$ cat src/rtl/vga_timing_gen.sv
// Raster timing for the VGA path: pixel position, visible flag, line/frame pulses
// and sync outputs delayed to line up with the downstream registered RGB.
module vga_timing_gen #(
    parameter int H_ACTIVE   = 640,
    parameter int H_FP       = 16,
    parameter int H_SYNC     = 96,
    parameter int H_BP       = 48,
    parameter int V_ACTIVE   = 480,
    parameter int V_FP       = 10,
    parameter int V_SYNC     = 2,
    parameter int V_BP       = 33,
    parameter int HS_POL     = 0,
    parameter int VS_POL     = 0,
    parameter int SYNC_DELAY = 1
) (
    input  logic       vga_clk,
    input  logic       reset_n,
    output logic [9:0] DrawX,
    output logic [9:0] DrawY,
    output logic       blank,
    output logic       hs,
    output logic       vs,
    output logic       line_start,
    output logic       frame_start,
    output logic [7:0] frame_count
);
    localparam int H_TOTAL = H_ACTIVE + H_FP + H_SYNC + H_BP;
    localparam int V_TOTAL = V_ACTIVE + V_FP + V_SYNC + V_BP;

    localparam logic [9:0] H_LAST = 10'(H_TOTAL - 1);
    localparam logic [9:0] V_LAST = 10'(V_TOTAL - 1);
    localparam logic [9:0] H_VIS  = 10'(H_ACTIVE);
    localparam logic [9:0] V_VIS  = 10'(V_ACTIVE);
    localparam logic [9:0] HS_BEG = 10'(H_ACTIVE + H_FP);
    localparam logic [9:0] HS_END = 10'(H_ACTIVE + H_FP + H_SYNC - 1);
    localparam logic [9:0] VS_BEG = 10'(V_ACTIVE + V_FP);
    localparam logic [9:0] VS_END = 10'(V_ACTIVE + V_FP + V_SYNC - 1);

    localparam logic       HS_ON     = (HS_POL != 0);
    localparam logic       VS_ON     = (VS_POL != 0);
    localparam logic [1:0] SYNC_IDLE = {~HS_ON, ~VS_ON};

    logic       running;
    logic       h_wrap, v_wrap;
    logic       hs_on, vs_on;
    logic [9:0] nx, ny;

    // [0] is the undelayed registered decode, [SYNC_DELAY] drives the pins; bit1 = hs, bit0 = vs
    logic [SYNC_DELAY:0][1:0] sync_pipe;

    // Everything is decoded from the next position so the registered flags
    // describe the same pixel as the registered DrawX/DrawY.
    always_comb begin
        h_wrap = running && (DrawX == H_LAST);
        v_wrap = h_wrap && (DrawY == V_LAST);
        nx     = DrawX + 10'd1;
        ny     = DrawY;
        if (!running) begin
            nx = '0;
            ny = '0;
        end else if (h_wrap) begin
            nx = '0;
            ny = v_wrap ? '0 : DrawY + 10'd1;
        end
        hs_on = (nx >= HS_BEG) && (nx <= HS_END);
        vs_on = (ny >= VS_BEG) && (ny <= VS_END);
    end

    always_ff @(posedge vga_clk or negedge reset_n) begin
        if (!reset_n) begin
            running     <= 1'b0;
            DrawX       <= '0;
            DrawY       <= '0;
            blank       <= 1'b0;
            line_start  <= 1'b0;
            frame_start <= 1'b0;
            frame_count <= '0;
            sync_pipe   <= {(SYNC_DELAY + 1){SYNC_IDLE}};
        end else begin
            running     <= 1'b1;
            DrawX       <= nx;
            DrawY       <= ny;
            blank       <= (nx < H_VIS) && (ny < V_VIS);
            line_start  <= (nx == '0);
            frame_start <= (nx == '0) && (ny == '0);
            if (v_wrap)
                frame_count <= frame_count + 8'd1;
            sync_pipe[0] <= {hs_on ? HS_ON : ~HS_ON, vs_on ? VS_ON : ~VS_ON};
            for (int i = 1; i <= SYNC_DELAY; i++)
                sync_pipe[i] <= sync_pipe[i-1];
        end
    end

    assign hs = sync_pipe[SYNC_DELAY][1];
    assign vs = sync_pipe[SYNC_DELAY][0];

endmodule

$ cat config.mk
export PLATFORM = sky130hd
export DESIGN_NAME = vga_timing_gen
export DESIGN_NICKNAME = d
export VERILOG_FILES = /design/src/rtl/vga_timing_gen.sv
export SDC_FILE = /design/constraint.sdc
export NUM_CORES = 1
export LEC_CHECK = 0
export CAP_MARGIN = 20
export CELL_PAD_IN_SITES_DETAIL_PLACEMENT = 0
export CELL_PAD_IN_SITES_GLOBAL_PLACEMENT = 1
export CORE_MARGIN = 1.5
export CORE_UTILIZATION = 33
export CTS_CLUSTER_SIZE = 20
export DETAILED_ROUTE_END_ITERATION = 8
export HOLD_SLACK_MARGIN = 0.05
export PLACE_DENSITY_LB_ADDON = 0.1
export SLEW_MARGIN = 20
export SYNTH_ARGS = -nofsm -noshare
export SYNTH_HDL_FRONTEND = slang
export SYNTH_SLANG_ARGS = --single-unit
$ cat constraint.sdc
create_clock -name vga_clk -period 6.92 [get_ports vga_clk]
set_clock_uncertainty 0.15 [all_clocks]
set_input_delay 1.038 -clock vga_clk [delete_from_list [all_inputs] [get_ports vga_clk]]
set_output_delay 1.038 -clock vga_clk [all_outputs]
set_load 0.005 [all_outputs]
# Word level (Yosys, flattened, before mapping)
# Index checks and enable logic that the tools add are counted.
# Widths: inputs -> output; s select.
# totals
word_cells	35
out_inout_bits	33
ff_bits	36
input_bits	2
# op_classes
order_cmp	6
add_sub_neg	3
n_reduce_logical	8
muxes	7
n_eq_ne	2
# ops
cell	count
$mux 10	5
$add 10x1->10 const B	2
$eq 10x10->1 const B	2
$logic_not 10->1	2
$ge 10x10->1 const B	1
$ge 10x9->1 const B	1
$le 10x10->1 const B	1
$le 10x9->1 const B	1
$lt 10x10->1 const B	1
$lt 10x9->1 const B	1
$add 8x1->8 const B	1
$logic_and 1x1->1	6
$mux 1	2

# Logic depth before layout (Yosys ltp)
# Gate-level depths: netlist of run 1.
# depth
depth_word	9
mapped_depth	8

# Worst setup path after synthesis of run 1
# OpenSTA, ideal clock, no wires.
# synth_timing
path_type	reg-to-reg
start	register DrawX[1]
end	register sync_pipe[0] in the netlist's numbering
n_path_buf	2
stages_incl_launch_ff	9
setup_slack_ns	4.173
arrival_time_ns	2.503
path_cell_list	dfrtp_1 -> ha_1 -> clkbuf_1 -> nand4_1 -> or3_4 -> o21ai_4 -> buf_4 -> nor2_2 -> or4b_1
# synth_via
elab_chain_cells	9
elab_cells_between_ends	10
classes_between	order compare: 2; eq/ne: 1; mux: 4; reduce/logical: 3
# synth_lines
item	line_no	rtl
from (decl)	18	output logic [9:0] DrawX,
from (signal assigned)	81	DrawX <= nx;
$eq 10x10->1 (*)	54	h_wrap = running && (DrawX == H_LAST);
$logic_and 1x1->1 (*)	54	
$logic_and 1x1->1	55	v_wrap = h_wrap && (DrawY == V_LAST);
$mux 10	63	ny = v_wrap ? '0 : DrawY + 10'd1;
$mux 10 (*)	61	end else if (h_wrap) begin
$mux 10 (*)	58	if (!running) begin
via ny[4]	46	logic [9:0] nx, ny;
$ge 10x9->1 / $le 10x9->1 (equally long branches)	66	vs_on = (ny >= VS_BEG) && (ny <= VS_END);
$logic_and 1x1->1 (*)	66	
$mux 1 (*)	88	sync_pipe[0] <= {hs_on ? HS_ON : ~HS_ON, vs_on ? VS_ON : ~VS_ON};
to (signal assigned)	78	sync_pipe <= {(SYNC_DELAY + 1){SYNC_IDLE}};
to (signal, indexed assignment)	90	sync_pipe[i] <= sync_pipe[i-1];
to (decl)	49	logic [SYNC_DELAY:0][1:0] sync_pipe;
# Mark *: on every way through the listed nets, which the timed path passes. The rest lies on a longest branch.
# A chain may end at the register's enable or synchronous reset.

# Worst setup path in the final report of run 1
# Same ends and word-level chain as after synthesis.

==> metrics.cfg, run 1 <==
[status]
status=finished clean

[die]
dieArea_mm2=0.00637
num_rows=27
top_level_ports=35
die_w_um=79.8
core_mm2=0.00561
start_util_pct=34.7
die_y_um=79.8

[worst_setup_path]
path_cells=ha_1 -> nand4_1 -> nor3_1 -> nand4_1 -> xor2_1 -> nor2_2 -> or4b_1
critPathTopFamily=simple AND/OR/NAND/NOR gates
cp_max_fo=10
r2r_start=DrawX[1]
arrival_ns=2.96
slowest_delay_ns=0.53
path_common_cell=nand4_1
crit_required_ns=6.97
rr_endpoint=sync_pipe[0]
crit_type=flip-flop to flip-flop
r2r_cells=7
end_kind=flip-flop
cp_num_buf_inv=0
critical-path-slowest-cell=or4b_1
cp-start-kind=flip-flop
rrSetupSlack_ns=4.01

[clock_tree]
insertion_delay_ns=0.29
clk_pin_slew_ns=0.07
cts_buffers=5
root_buffer=clkbuf_8
clkSinkCount=36
post-cts-setup-buffers=0
cts_resized=0
cts_buffer_depth=2
htreeDepth=2
cts_tree=built
cts_hold_buf=0

[logic_synthesis]
synth_edf_count=0
synthArstFlopShare_pct=100
seq_area_frac_synth_pct=46.6
synth_cell_types=44
synth_top_flop_cell=dfrtp_1
synth_area_mm2=0.00195
syn_inst=194
syn_nets=200
synth_warnings=0
syn_area_per_cell_um2=10.0
ys_seq_elements=36

[global_routing]
grt_max_degree=37
grt_pass1_vias=1456
antenna_found_initial=0
overflow=0
grt_pass1_wl_um=7400
grt_usage_pct=15.3

[place]
place_congestion=0.829
placedCellCount=288
io_buffers=34
dp_hpwl_um=3270

[worst_hold_path]
worstHoldPathType=flip-flop to flip-flop
min_path_cells=0
hold_end=vs
min_from=sync_pipe[0]

[routing]
first_pass_iters=4
vias_per_cell=5.11
dr.first_iter.drc_count=66
drc=0
drtAntennaViolNets=0
num_vias=1512
routed_wl_um=4420
avgRoutedWirePerCell_um=14.9

[sta]
setup-tns-final_ns=0
rsz0062_at_grt=no
fin_crit_sh_pct=42.0
setup_viol=0
drv_slew=0
layout_min_cycle_time_ns=2.91
fmax_mhz=344
hold_viol=0

[final_layout]
drive_gt1_share_pct=9.38
nets=229
area_growth_pct=24.1
final_cells=296
antenna_cells=0

[job]
maxCapViolCount=0

[power_and_ir_drop]
leakage_nw=0.984
power_density_mw_per_mm2=167
ir_drop_v=0.0000691
finalPower_mw=0.403

## state kept, by name (all words and copies together) (netlist names)
signal       cells
hs               1
running          1
DrawX           10
line_start       1
DrawY           10
frame_start      1
sync_pipe        2
blank            1
vs               1
frame_count      8
## kinds of logic after synthesis
| family | count (synthesis) | share of synthesized area [%] |
|---|---|---|
| AND/OR/NAND/NOR | 93 | 27.3 |
| flip-flops | 36 | 46.6 |
| XOR/XNOR | 28 | 13.0 |
| buffers and inverters | 17 | 4.31 |
| AO/OA/AOI/OAI | 13 | 4.95 |
| adder cells (fa/ha/maj) | 4 | 2.57 |
| multiplexers | 2 | 1.09 |
| other | 1 | 0.193 |
## cell usage in the layout, fill, tap and decap left out, drive strengths merged, types with 3 or more instances in the layout
cell | synthesis | final
and2 | 3 | 3
and3 | 5 | 5
clkbuf | 9 | 8
clkdlybuf4s50 | 0 | 34
dfrtp | 32 | 32
dfstp | 4 | 4
ha | 4 | 4
inv | 4 | 4
nand2 | 12 | 12
nand3 | 12 | 12
nand4 | 12 | 12
nor2 | 21 | 21
nor3 | 9 | 9
nor4 | 6 | 6
o21ai | 4 | 4
or3 | 4 | 4
or4 | 3 | 3
xnor2 | 15 | 15
xor2 | 13 | 13
## how the worst max path moves through the flow
stage | slack [ns] | to | cells past startpoint | from
6_report | 4.01 | sync_pipe[0] | 7 | DrawX[1]
4_1_cts | 4.00 | sync_pipe[0] | 6 | DrawX[1]
5_1_grt | 3.78 | sync_pipe[0] | 7 | DrawX[1]
3_3_place_gp | 4.08 | sync_pipe[0] | 6 | DrawX[0]
2_1_floorplan | 4.17 | sync_pipe[0] | 8 | DrawX[1]
3_5_place_dp | 4.00 | sync_pipe[0] | 6 | DrawX[0]
## cells in the mapped netlist (all sizes together), types with 4 or more instances
cell type	n	area share (%)
and3	5	1.6
buf	4	1.8
clkbuf	9	1.7
dfrtp	32	41
dfstp	4	5.4
ha	4	2.6
inv	4	0.77
nand2	12	2.3
nand3	12	3.1
nand4	12	3.9
nor2	21	4.2
nor3	9	2.3
nor4	6	3.0
o21ai	4	1.6
or3	4	1.5
xnor2	15	6.8
xor2	13	6.2
## worst reg2reg max path, stage by stage, from the launching register on
cell and delay [ns]:
dfrtp_1 0.43, ha_1 0.40, nand4_1 0.34, nor3_1 0.51
nand4_1 0.17, xor2_1 0.23, nor2_2 0.06, or4b_1 0.53
## layer usage
layer | GRT usage, % | routed length, um | vias up
met2 | 24.2 | 2070 | 41
met1 | 20.1 | 2060 | 726
li1 | - | - | 738
met3 | 4.11 | 217 | 7
met4 | 5.69 | 66 | 0
met5 | 0 | 0 | -
## per-stage QoR
step | hold slack (ns) | cell area [um^2] | util [%] | setup WS, ns
6_report | 0.208 | 2410 | 43.1 | 4.01
5_1_grt | 0.215 | 2410 | 43.1 | 3.78
4_1_cts | 0.208 | 2410 | 43.1 | 4.00
3_5_place_dp | 0.199 | 2310 | 41.3 | 4.00
3_3_place_gp | 0.197 | 2310 | 41.3 | 4.08
2_1_floorplan | 0.195 | 1950 | - | 4.17
## layout make-up
cell class              count  area (um^2)
fillers                   569         3190
multi-input cells         141          956
flip-flops and latches     36          906
repair buffers             35          348
clock buffers               8          100
well taps                  72         90.1
inverters                   4         15.0
## where the power goes
| part | internal [mW] | leakage, nW | switching, mW |
|---|---|---|---|
| clock network | 0.0909 | 0.0515 | 0.0745 |
| logic | 0.00931 | 0.459 | 0.0112 |
| registers | 0.213 | 0.474 | 0.00392 |
Power figures use the tool's default switching activity.
==> inputs of run 2 (changes only) <==
Clock period 6.92 ns to 2.4 ns, I/O delays scaled along.
==> metrics.cfg, run 2 (synthesis results as in run 1) <==
[final_layout]
drive_gt1_share_pct=28.2  ; was 9.38%
antenna_cells=0  ; unchanged
layout_common_cells=buf_4, clkdlybuf4s50_1, dfrtp_1  ; was clkdlybuf4s50_1, dfrtp_1, nor2_1
nets=267  ; was 229
reg.largest.list=DrawX: 10 flops, DrawY: 10 flops, frame_count: 8 flops  ; unchanged
final_util_pct=50.0  ; was 43.1%
area_growth_pct=44.2  ; was 24.1%
final_common_cell=buf_4  ; was clkdlybuf4s50_1
final_cells=334  ; was 296
finalInstanceArea_mm2=0.00281  ; was 0.00241 mm^2

[die]
die_y_um=79.8  ; unchanged
num_rows=27  ; unchanged
top_level_ports=35  ; unchanged
die_w_um=79.8  ; unchanged
start_util_pct=34.7  ; unchanged
core_mm2=0.00561  ; unchanged
dieArea_mm2=0.00637  ; unchanged

[power_and_ir_drop]
swShare_pct=21.6  ; was 22.2%
internal-power_mw=0.959  ; was 0.313 mW
power.share.clock_pct=42.9  ; was 41.0%
comb_power_share_pct=6.4  ; was 5.1%
p_switching_mw=0.264  ; was 0.0896 mW
ir_drop_v=0.000305  ; was 0.0000691 V
power_density_mw_per_mm2=436  ; was 167 mW/mm^2
leakage_nw=1.19  ; was 0.984 nW
finalPower_mw=1.22  ; was 0.403 mW
power_frac_seq_pct=50.7  ; was 53.9%

[place]
io_buffers=34  ; unchanged
place_congestion=0.911  ; was 0.829
placedCellCount=323  ; was 288
dpl-instance-area_mm2=0.00260  ; was 0.00231 mm^2
dp_hpwl_um=3660  ; was 3270 um

[routing]
routed_wl_um=4950  ; was 4420 um
dr.first_iter.drc_count=77  ; was 66
first_pass_iters=4  ; unchanged
num_vias=1671  ; was 1,512
drc=0  ; unchanged
wl_met2_um=2230  ; was 2070 um
vias_per_cell=5.00  ; was 5.11
drtAntennaViolNets=0  ; unchanged
highest_layer=met4  ; unchanged
avgRoutedWirePerCell_um=14.8  ; was 14.9 um
wl_met3_um=210  ; was 217 um
met1Wirelength_um=2430  ; was 2060 um

[sta]
layout_min_cycle_time_ns=2.48  ; was 2.91 ns
setup_viol=2  ; was 0
rsz0062_at_grt=yes  ; was no
fin_crit_sh_pct=103  ; was 42.0%
setup_slack_ns=-0.0802  ; was 4.01 ns
hold_ws_ns=0.207  ; was 0.208 ns
drv_slew=0  ; unchanged
hold_viol=0  ; unchanged
fmax_mhz=403  ; was 344 MHz

[status]
status=finished, violations left  ; was finished clean
violations=setup timing

[worst_setup_path]
slowest_delay_ns=0.59  ; was 0.53 ns
cp_num_buf_inv=0  ; unchanged
path_cells=or4b_4 -> nor3_1 -> nand4_1 -> xor2_2 -> nor2_2 -> or4b_1  ; was ha_1 -> nand4_1 -> nor3_1 -> nand4_1 -> xor2_1 -> nor2_2 -> or4b_1
crit_required_ns=2.45  ; was 6.97 ns
end_kind=flip-flop  ; unchanged
arrival_ns=2.53  ; was 2.96 ns
cp-start-kind=flip-flop  ; unchanged
crit_type=flip-flop to flip-flop  ; unchanged
critPathTopFamily=simple AND/OR/NAND/NOR gates  ; unchanged
cp_max_fo=8  ; was 10
critical-path-slowest-cell=or4b_4  ; was or4b_1

[clock_tree]
htreeDepth=2  ; unchanged
cts_tree=built  ; unchanged
clkSinkCount=36  ; unchanged
root_buffer=clkbuf_8  ; unchanged
cts_buffers=5  ; unchanged
clk_pin_slew_ns=0.07  ; about the same
cts_hold_buf=0  ; unchanged
cts_buffer_depth=2  ; unchanged
insertion_delay_ns=0.29  ; about the same

[worst_hold_path]
worstHoldPathType=flip-flop to flip-flop  ; unchanged

[global_routing]
grt_usage_pct=17.2  ; was 15.3%
grt_max_degree=37  ; unchanged
grt_pass1_vias=1710  ; was 1,456
antenna_found_initial=0  ; unchanged
overflow=0  ; unchanged
grt_pass1_wl_um=8410  ; was 7400 um

[job]
maxCapViolCount=0  ; unchanged

[run 2: changes by cell type in the layout (fill, tap and decap cells not counted), sizes merged]
cell,delta
buf,+38
bufinv,+1
clkbuf,-3
clkinv,+1
clkinvlp,+1
[run 2: repair_timing]
| item | 4_1_cts | 5_1_grt |
|---|---|---|
| buffers inserted | 2 | 1 |
| pin swaps | 5 | 6 |
| gates resized for setup | 4 | 13 |
| setup endpoints to repair | 5 | 10 |
[run 2: area by class of cell]
| type | count | area [um^2] |
|---|---|---|
| multi-input combinational | 141 | 1050 |
| sequential | 36 | 906 |
| timing repair buffer | 73 | 637 |
| fill | 544 | 2800 |
| tap | 72 | 90.1 |
| clock buffer | 5 | 68.8 |
| clock inverter | 3 | 42.5 |
| inverter | 4 | 15.0 |
[run 2: layer usage]
metal	track usage, %	vias up
li1	-	818
met1	24.4	806
met2	25.6	40
met3	4.23	7
met4	5.52	0
met5	0	-
[run 2: worst reg2reg max path, cell delays in order, from the launching register on]
cell and delay, ns:
dfrtp_1 0.38, or4b_4 0.59, nor3_1 0.28, nand4_1 0.20, xor2_2 0.22, nor2_2 0.06
or4b_1 0.51
[run 2: path summary, 6_finish.rpt]
| check | start | endpoint | slack (ns) | depth (start not counted) |
|---|---|---|---|---|
| max | DrawX[5] | sync_pipe[0] | -0.08 | 6 |
| max in group asynchronous | reset_n | sync_pipe[0] | 1.41 | 2 |
| max reg2reg | DrawX[5] | sync_pipe[0] | -0.08 | 6 |
| min reg2reg | sync_pipe[0] | vs | 0.21 | 0 |
| min | sync_pipe[0] | vs | 0.21 | 0 |
| min in group asynchronous | reset_n | frame_count[7] | 0.34 | 2 |
[run 2: metrics by stage]
step | TNS [ns] | setup WS (ns)
global placement | -0.129 | -0.0856
detailed placement | -0.167 | -0.0981
global route | -0.470 | -0.206
CTS | -0.189 | -0.0973
floorplan | -0.503 | -0.252
finish | -0.145 | -0.0802
[run 2: power by group through the flow]
| stage | Combinational [mW] | Sequential [mW] | Clock, mW |
|---|---|---|---|
| 2_1_floorplan | 0.0302 | 0.633 | 0 |
| 4_1_cts | 0.0789 | 0.620 | 0.539 |
| 3_5_place_dp | 0.0786 | 0.631 | 0 |
| 5_1_grt | 0.0881 | 0.620 | 0.570 |
| 6_report | 0.0784 | 0.620 | 0.524 |
| 3_3_place_gp | 0.0777 | 0.631 | 0 |
